==> src/rtl/pr_bus_pkg.sv <==
// pr_bus_pkg: shared state encoding, default device windows and master indices for the Pr* device bus
package pr_bus_pkg;
  typedef enum logic [1:0] {IDLE = 2'd0, ISSUE = 2'd1, WAIT = 2'd2, DONE = 2'd3} state_t;
  localparam logic [31:0] D0_BASE_DEF = 32'h0000_7F00;
  localparam logic [31:0] D1_BASE_DEF = 32'h0000_7F10;
  localparam logic M0 = 1'b0;
  localparam logic M1 = 1'b1;
endpackage

==> src/rtl/pr_addr_decode.sv <==
// pr_addr_decode: byte address -> one-hot device select (3-word windows) plus miss flag
//   addr in W : byte address, bits [1:0] ignored
//   sel  out 2: one-hot device select
//   miss out 1: address hits neither window
module pr_addr_decode import pr_bus_pkg::*; #(
  parameter int W = 32,
  parameter logic [W-1:0] D0_BASE = W'(D0_BASE_DEF),
  parameter logic [W-1:0] D1_BASE = W'(D1_BASE_DEF)
) (
  input  logic [W-1:0] addr,
  output logic [1:0]   sel,
  output logic         miss
);
  logic [W-1:0] aw, o0, o1;
  // unsigned offsets wrap for addresses below a base, so one compare covers both edges
  assign aw   = addr & ~W'(3);
  assign o0   = aw - D0_BASE;
  assign o1   = aw - D1_BASE;
  assign sel  = {o1 < W'(12), o0 < W'(12)};
  assign miss = ~|sel;
endmodule

==> src/rtl/pr_bus_arbiter.sv <==
// pr_bus_arbiter: two-master round-robin arbiter for the Pr* device bus with decode, ack wait and timeout
//   clk, reset (async active-low)
//   m0_*/m1_*  : req/we/addr/wd in; gnt/done/err/rd out (done-qualified, registered)
//   dev_*      : registered addr/wd/we/sel out; ack and rd0/rd1 in
//   to_irq     : sticky timeout flag
module pr_bus_arbiter import pr_bus_pkg::*; #(
  parameter int DATA_W = 32,
  parameter int TIMEOUT = 15,
  parameter logic [DATA_W-1:0] D0_BASE = DATA_W'(D0_BASE_DEF),
  parameter logic [DATA_W-1:0] D1_BASE = DATA_W'(D1_BASE_DEF)
) (
  input  logic              clk,
  input  logic              reset,
  input  logic              m0_req,
  input  logic              m1_req,
  input  logic              m0_we,
  input  logic              m1_we,
  input  logic [DATA_W-1:0] m0_addr,
  input  logic [DATA_W-1:0] m1_addr,
  input  logic [DATA_W-1:0] m0_wd,
  input  logic [DATA_W-1:0] m1_wd,
  output logic              m0_gnt,
  output logic              m1_gnt,
  output logic              m0_done,
  output logic              m1_done,
  output logic              m0_err,
  output logic              m1_err,
  output logic [DATA_W-1:0] m0_rd,
  output logic [DATA_W-1:0] m1_rd,
  output logic [DATA_W-1:0] dev_addr,
  output logic [DATA_W-1:0] dev_wd,
  output logic              dev_we,
  output logic [1:0]        dev_sel,
  input  logic [1:0]        dev_ack,
  input  logic [DATA_W-1:0] dev_rd0,
  input  logic [DATA_W-1:0] dev_rd1,
  output logic              to_irq
);
  state_t state;
  logic last, owner, we_l, gnt_r, done_r, err_r, win, we, miss, hit, tmo;
  logic [DATA_W-1:0] rd_r, a, wd, rdata;
  logic [1:0] sel;
  logic [7:0] cnt;
  // tie goes to the master that did not win last
  assign win   = (m0_req & m1_req) ? ~last : m1_req;
  assign a     = win ? m1_addr : m0_addr;
  assign wd    = win ? m1_wd : m0_wd;
  assign we    = win ? m1_we : m0_we;
  assign hit   = |(dev_ack & dev_sel);
  assign rdata = dev_sel[1] ? dev_rd1 : dev_rd0;
  // WAIT starts at cnt=0 one cycle after ISSUE; leave on the cycle that puts DONE TIMEOUT cycles after ISSUE
  assign tmo   = (9'(cnt) + 9'd2) >= 9'(TIMEOUT);
  assign m0_gnt  = gnt_r & (owner == M0);
  assign m1_gnt  = gnt_r & (owner == M1);
  assign m0_done = done_r & (owner == M0);
  assign m1_done = done_r & (owner == M1);
  assign m0_err  = err_r & (owner == M0);
  assign m1_err  = err_r & (owner == M1);
  assign m0_rd   = (owner == M0) ? rd_r : '0;
  assign m1_rd   = (owner == M1) ? rd_r : '0;
  pr_addr_decode #(.W(DATA_W), .D0_BASE(D0_BASE), .D1_BASE(D1_BASE)) u_dec (
    .addr(a),
    .sel(sel),
    .miss(miss)
  );
  always_ff @(posedge clk or negedge reset) begin
    if (!reset) begin
      state    <= IDLE;
      last     <= M1;
      owner    <= M0;
      we_l     <= 1'b0;
      gnt_r    <= 1'b0;
      done_r   <= 1'b0;
      err_r    <= 1'b0;
      rd_r     <= '0;
      cnt      <= '0;
      dev_addr <= '0;
      dev_wd   <= '0;
      dev_we   <= 1'b0;
      dev_sel  <= 2'b00;
      to_irq   <= 1'b0;
    end else begin
      done_r <= 1'b0;
      err_r  <= 1'b0;
      rd_r   <= '0;
      dev_we <= 1'b0;
      case (state)
        IDLE: if (m0_req | m1_req) begin
          owner    <= win;
          we_l     <= we;
          dev_addr <= a;
          dev_wd   <= wd;
          gnt_r    <= 1'b1;
          dev_sel  <= sel;
          dev_we   <= we & ~miss;
          done_r   <= miss;
          err_r    <= miss;
          state    <= miss ? DONE : ISSUE;
        end
        ISSUE, WAIT: if (hit) begin
          state   <= DONE;
          dev_sel <= 2'b00;
          done_r  <= 1'b1;
          rd_r    <= we_l ? '0 : rdata;
        end else if (state == ISSUE) begin
          state <= WAIT;
          cnt   <= '0;
        end else if (tmo) begin
          state   <= DONE;
          dev_sel <= 2'b00;
          done_r  <= 1'b1;
          err_r   <= 1'b1;
          to_irq  <= 1'b1;
        end else
          cnt <= cnt + 8'd1;
        default: begin
          state <= IDLE;
          gnt_r <= 1'b0;
          last  <= owner;
        end
      endcase
    end
  end
endmodule

==> config.mk <==
export PLATFORM = sky130hd
export DESIGN_NAME = pr_bus_arbiter
export DESIGN_NICKNAME = d
export VERILOG_FILES = /design/src/rtl/pr_bus_pkg.sv /design/src/rtl/pr_addr_decode.sv /design/src/rtl/pr_bus_arbiter.sv
export SDC_FILE = /design/constraint.sdc
export NUM_CORES = 1
export LEC_CHECK = 0
export ABC_CLOCK_PERIOD_IN_PS = 4000
export BUFFER_PORTS_ARGS = -buffer_cell sky130_fd_sc_hd__buf_4
export CAP_MARGIN = 30
export CORE_MARGIN = 5
export CORE_UTILIZATION = 47
export CTS_CLUSTER_SIZE = 28
export DETAILED_ROUTE_END_ITERATION = 10
export PLACE_DENSITY = 0.82
export SETUP_SLACK_MARGIN = 0.15
export SYNTH_ARGS = -nofsm -noshare
export SYNTH_HDL_FRONTEND = slang
export SYNTH_SLANG_ARGS = --single-unit
==> constraint.sdc <==
create_clock -name clk -period 4 [get_ports clk]
set_input_delay 0 -clock clk [delete_from_list [all_inputs] [get_ports clk]]
set_output_delay 0 -clock clk [all_outputs]
set_load 0.05 [all_outputs]
# Yosys cells after proc, flatten, opt, wreduce, memory -nomap -nowiden

Index checks and enable logic that the tools add are counted.

Mux-type cells: 34
$add $sub $neg: 4
Reduce and logical (&&, ||, !) cells: 13
Order comparisons: 3
Equality and inequality tests: 7
Bitwise logic cells: 15

Operator list:

| cell                     | number |
|---|---|
| $mux W32                 | 8 |
| $lt A32 B4 Y1 const B    | 2 |
| $sub A32 B15 Y32 const B | 2 |
| $mux W2                  | 9 |
| $mux W8                  | 2 |
| $mux W1                  | 10 |
| $add A8 B2 Y9 const B    | 1 |
| $ge A9 B4 Y1 const B     | 1 |
| $add A8 B1 Y8 const B    | 1 |
| $and A1 B1 Y1            | 8 |
| $pmux W2 S2              | 2 |
| $reduce_and A4 Y1        | 2 |
| $ne A3 B3 Y1 const B     | 2 |
| $pmux W1 S2              | 3 |
| $reduce_and A2 Y1        | 3 |
| $reduce_or A2 Y1         | 3 |
| $not A1 Y1               | 5 |
| $ne A4 B4 Y1 const B     | 1 |
| $reduce_and A3 Y1        | 1 |
| $reduce_or A3 Y1         | 1 |
| $and A2 B2 Y2            | 1 |
| $eq A2 B1 Y1 const B     | 1 |
| $eq A2 B2 Y1 const B     | 1 |
| $logic_not A2 Y1         | 1 |
| 5 further kinds          | 5 |

Register bits: 116
Word-level logic and storage cells: 90
Input bits: 200
Output and inout bits: 138

# Logic depth before layout (Yosys ltp)

Word-level depth: 9
Depth in mapped cells: 12
Gate-level depth less buffers: 10

# By module

From an unflattened synthesis, not the netlist that was laid out.

Cell total of the unflattened synthesis: 696
Area total of the unflattened synthesis: 6607.6 um2

By module, submodules not included:

| module         | area an instance (um2) | seq. area each (um2) | instances | cells each |
|---|---|---|---|---|
| pr_bus_arbiter | 6112.1                 | 2904.0               | 1         | 622 |
| pr_addr_decode | 495.5                  | 0.0                  | 1         | 74 |

# Worst setup path after synthesis

No wires, ideal clock.

Path type: register -> register
From: register last
To: register state[1]
Buffers on the path: 4
Stages on the path, launching flop included: 12
Arrival time: 2938 ps
Path slack: 935 ps
Data required time: 3873 ps
Period minus slack after synthesis: 3065 ps
Setup time: 127 ps
Cell sequence: dfstp_2 > a21bo_2 > clkbuf_1 > buf_2 > buf_1 > clkbuf_1 > mux2i_1 > nand3_1 > xor2_1 > or4b_1 > a31oi_1 > o31ai_1

Longest elaborated chain between the ends: 9
Elaborated cells between the ends (all ways): 11
Classes of those cells: add/sub: 2; order compare: 2; mux: 5; bitwise: 1; reduce/logical: 1

RTL lines:

| element                             | RTL line                                   | text |
|---|---|---|
| start, declared                     | pr_bus_arbiter.sv:40                       | `logic last, owner, we_l, gnt_r, done_r, err_r, win, we, miss, hit, tmo;` |
| start signal, assigned              | pr_bus_arbiter.sv:119                      | `last <= owner;` |
| $not A1 Y1 (*)                      | pr_bus_arbiter.sv:45                       | `assign win = (m0_req & m1_req) ? ~last : m1_req;` |
| $mux W1 (*)                         | pr_bus_arbiter.sv:45                       |  |
| $mux W32 (*)                        | pr_bus_arbiter.sv:46                       | `assign a = win ? m1_addr : m0_addr;` |
| $sub A32 B15 Y32 (on tied branches) | pr_addr_decode.sv:17, pr_addr_decode.sv:18 |  |
| $lt A32 B4 Y1                       | pr_addr_decode.sv:19                       | `assign sel = {o1 < W'(12), o0 < W'(12)};` |
| $reduce_or A2 Y1 (*)                | pr_addr_decode.sv:20                       | `assign miss = ~\|sel;` |
| $mux W2 (*)                         | pr_bus_arbiter.sv:98                       | `state <= miss ? DONE : ISSUE;` |
| $mux W2 (*)                         | pr_bus_arbiter.sv:88                       | `IDLE: if (m0_req \| m1_req) begin` |
| $pmux W2 S2 (*)                     | pr_bus_arbiter.sv:87                       | `case (state)` |
| end signal, assigned                | pr_bus_arbiter.sv:98                       |  |
| end, declared                       | pr_bus_arbiter.sv:39                       | `state_t state;` |

Mark *: on every way between the ends. The rest lies on a longest branch, timed or not. The select of a mux whose other input is x is not followed.
A chain may end at the register's enable or synchronous reset.

# Worst setup path after layout

Same ends and word-level chain as after synthesis.

==> flow_summary.json <==
{
  "core_area_mm2": 0.01442,
  "start_util": 0.4752,
  "antenna_found_initial": 0,
  "cp_num_buf_inv": 0,
  "design.die.area_mm2": 0.01710,
  "cts.clk_slew.worst_paths_ps": 60,
  "busiest_layer": "met2",
  "viasPerCell": 5.769,
  "grt_max_degree": 73,
  "critPathArrivalTime_ps": 3850,
  "rows": 44,
  "postCtsSetupRepairBufs": 0,
  "synthArstFlopShare": 1.000,
  "ys.flop_type": "dfrtp_1",
  "status": "complete, no violations",
  "drt_iter0_drc": 805,
  "grt_pass1_vias": 8548,
  "fin_tns_setup_ps": 0,
  "path_max_fanout": 42,
  "cts_max_level": 4,
  "total_leakage_power_nw": 5.722,
  "grt_pass1_wl_um": 48760,
  "post-route-period-util": 0.8897,
  "slowest_stage": "dfstp_2",
  "final-hold-violation-count": 0,
  "criticalPathCategory": "reg -> reg",
  "wl_um": 32650,
  "ys_seq_area_frac": 0.4237,
  "root_buffer": "clkbuf_16",
  "max_freq_ghz": 0.2810,
  "synth_edf_count": 0,
  "cts_resized": 0,
  "final_common_cell": "buf_4",
  "diodes": 0,
  "cts_buffer_depth": 2,
  "groute.usage.overall": 0.3780,
  "finalClockSkew_ps": 10.35,
  "insertion_delay_ps": 420,
  "path_cells": "a21bo_4, mux2i_1, nand2_1, a22o_1, a2111oi_0, nand4_1, or4_1, a31oi_1, o31ai_1",
  "hp-class": "in -> reg",
  "tritoncts": "done",
  "ir_drop_mv": 0.6534,
  "final_cell_mix": "buf_4, dlygate4sd3_1, dfrtp_1",
  "max-cap-violations": 0,
  "relSlewSlack": 0.4546,
  "grtUsageMet3": 0.1118,
  "p_total_w": 0.007288,
  "die_h_um": 130.8,
  "use_met1": 0.4251,
  "syn_to_final_growth_pct": 72.87,
  "post-dp-hpwl_um": 19660,
  "overflow": 0,
  "drtPass1Iterations": 5,
  "clock_sinks": 116,
  "drv_slew": 0,
  "synth_seq_cells": 116,
  "yosysWarningCount": 0,
  "die_x_um": 130.8,
  "start_kind": "flop",
  "use_met2": 0.6322,
  "gp_congestion": 0.9965,
  "avgSynthCellArea_um2": 9.078,
  "cts_buffers": 17,
  "nets": 1453,
  "synthesis.nets": 965,
  "n_fill_cell": 767,
  "vias": 8307,
  "drive_gt1_frac": 0.3217,
  "ant_nets": 0,
  "max_slew.worst_pin.slew_ps": 818.1,
  "netlist_instances": 755,
  "setup_viol": 0,
  "period_needed_ps": 3559,
  "drc_errors": 0,
  "synth_area_mm2": 0.006854,
  "max_stage_delay_ps": 570,
  "io_pins": 338,
  "rrSetupSlack_ps": 440,
  "path_delay_family": "compound AO/OA/AOI/OAI gates",
  "wl_per_cell_um": 22.67,
  "crit_required_ps": 4300,
  "rsz0062_at_grt": "false",
  "cts_hold_buf": 163,
  "p_per_area_mw_per_mm2": 615.1,
  "synth.distinct_cells": 64,
  "port_buffers": 337,
  "worstSetupEndpointType": "flop"
}
-- per-stage QoR --
| stage | instance area (um2) | utilization | hold slack [ps] | setup WS [ps] | cells |
|---|---|---|---|---|---|
| floorplan | 6854 | - | -295.6 | 935.4 | 755 |
| global placement | 9548 | 0.6620 | 124.7 | 590.4 | 1243 |
| detailed placement | 9548 | 0.6620 | 137.2 | 554.5 | 1243 |
| CTS | 11810 | 0.8187 | 0.2937 | 545.5 | 1438 |
| global route | 11850 | 0.8215 | 34.84 | 215.8 | 1440 |
| finish | 11850 | 0.8215 | 9.602 | 441.4 | 1440 |
-- per-layer routing --
metal	part of all wire	vias up
li1	-	3666
met1	0.35	3953
met2	0.49	531
met3	0.091	157
met4	0.064	0
met5	0	-
-- report_power, final --
| group | internal [W] | switching, W |
|---|---|---|
| Combinational | 0.00124 | 0.00253 |
| Clock | 0.00105 | 0.000601 |
| Sequential | 0.00157 | 0.000304 |
-- Yosys cell counts, types with 3 or more instances --
master      n  area, um2
dfrtp_1   115       2878
nand2_1    97      364.1
mux2i_1    95      950.9
o21ai_0    77      385.4
nor2_1     57      214.0
and2_1     42      262.8
nor2b_1    40      250.2
clkbuf_1   36      135.1
nor3_1     20      100.1
nand3_1    15      75.07
a21oi_1    14      70.07
nand4_1    11      68.82
ha_1       10      125.1
a31oi_1     6      37.54
inv_1       6      22.52
nand3b_1    6      45.04
o22ai_1     6      37.54
xnor2_1     6      52.55
mux2_2      5      56.30
or4_1       5      37.54
a22oi_1     4      30.03
and3_1      4      25.02
and4_1      4      35.03
buf_1       4      15.01
nor4_1      4      25.02
o31ai_1     4      30.03
a21o_1      3      22.52
buf_2       3      15.01
nand2b_1    3      18.77
nor4b_1     3      26.28
o31a_1      3      26.28
or2_2       3      18.77
-- area by class of cell --
cell class / count / area, um2 / share of cell area
clock buffers: 17 / 425.4 / 0.03590
well taps: 184 / 230.2 / 0.01943
multi-input cells: 590 / 3784 / 0.3193
flip-flops and latches: 116 / 2907 / 0.2453
repair buffers: 512 / 4277 / 0.3609
clock inverters: 15 / 203.9 / 0.01721
inverters: 6 / 22.52 / 0.001901
-- flip-flops by register name (all words and copies together) (netlist names), 2 cells and up --
| register | count |
|---|---|
| dev_wd | 32 |
| dev_sel | 2 |
| dev_addr | 32 |
| state | 2 |
| cnt | 8 |
| rd_r | 32 |
-- kinds of logic (layout without fill, tap and decap cells) --
family	after synthesis	in the layout	share of synthesized area
compound gates	150	150	0.1349
flops	116	116	0.4237
fa+ha+maj	10	10	0.01825
simple gates	322	322	0.2386
buf+inv	49	550	0.02738
xor+xnor	8	8	0.01022
mux	100	100	0.1470
-- worst reg2reg max path, delay by kind of cell, from the launching register on --
kind / cells / cell delay (ps)
mux: 1 / 450
flops: 1 / 570
compound gates: 5 / 1590
simple gates: 3 / 820
-- path summary, 6_finish.rpt --
path,end,depth (start not counted),from
min in group asynchronous,dev_addr[7],2,reset
max in group asynchronous,dev_wd[20],3,reset
setup / recovery,state[1],9,last
setup reg to reg,state[1],9,last
hold reg to reg,dev_addr[27],2,dev_addr[27]
hold / removal,dev_addr[17],4,m1_addr[17]
(Power assumes the default switching activity.)
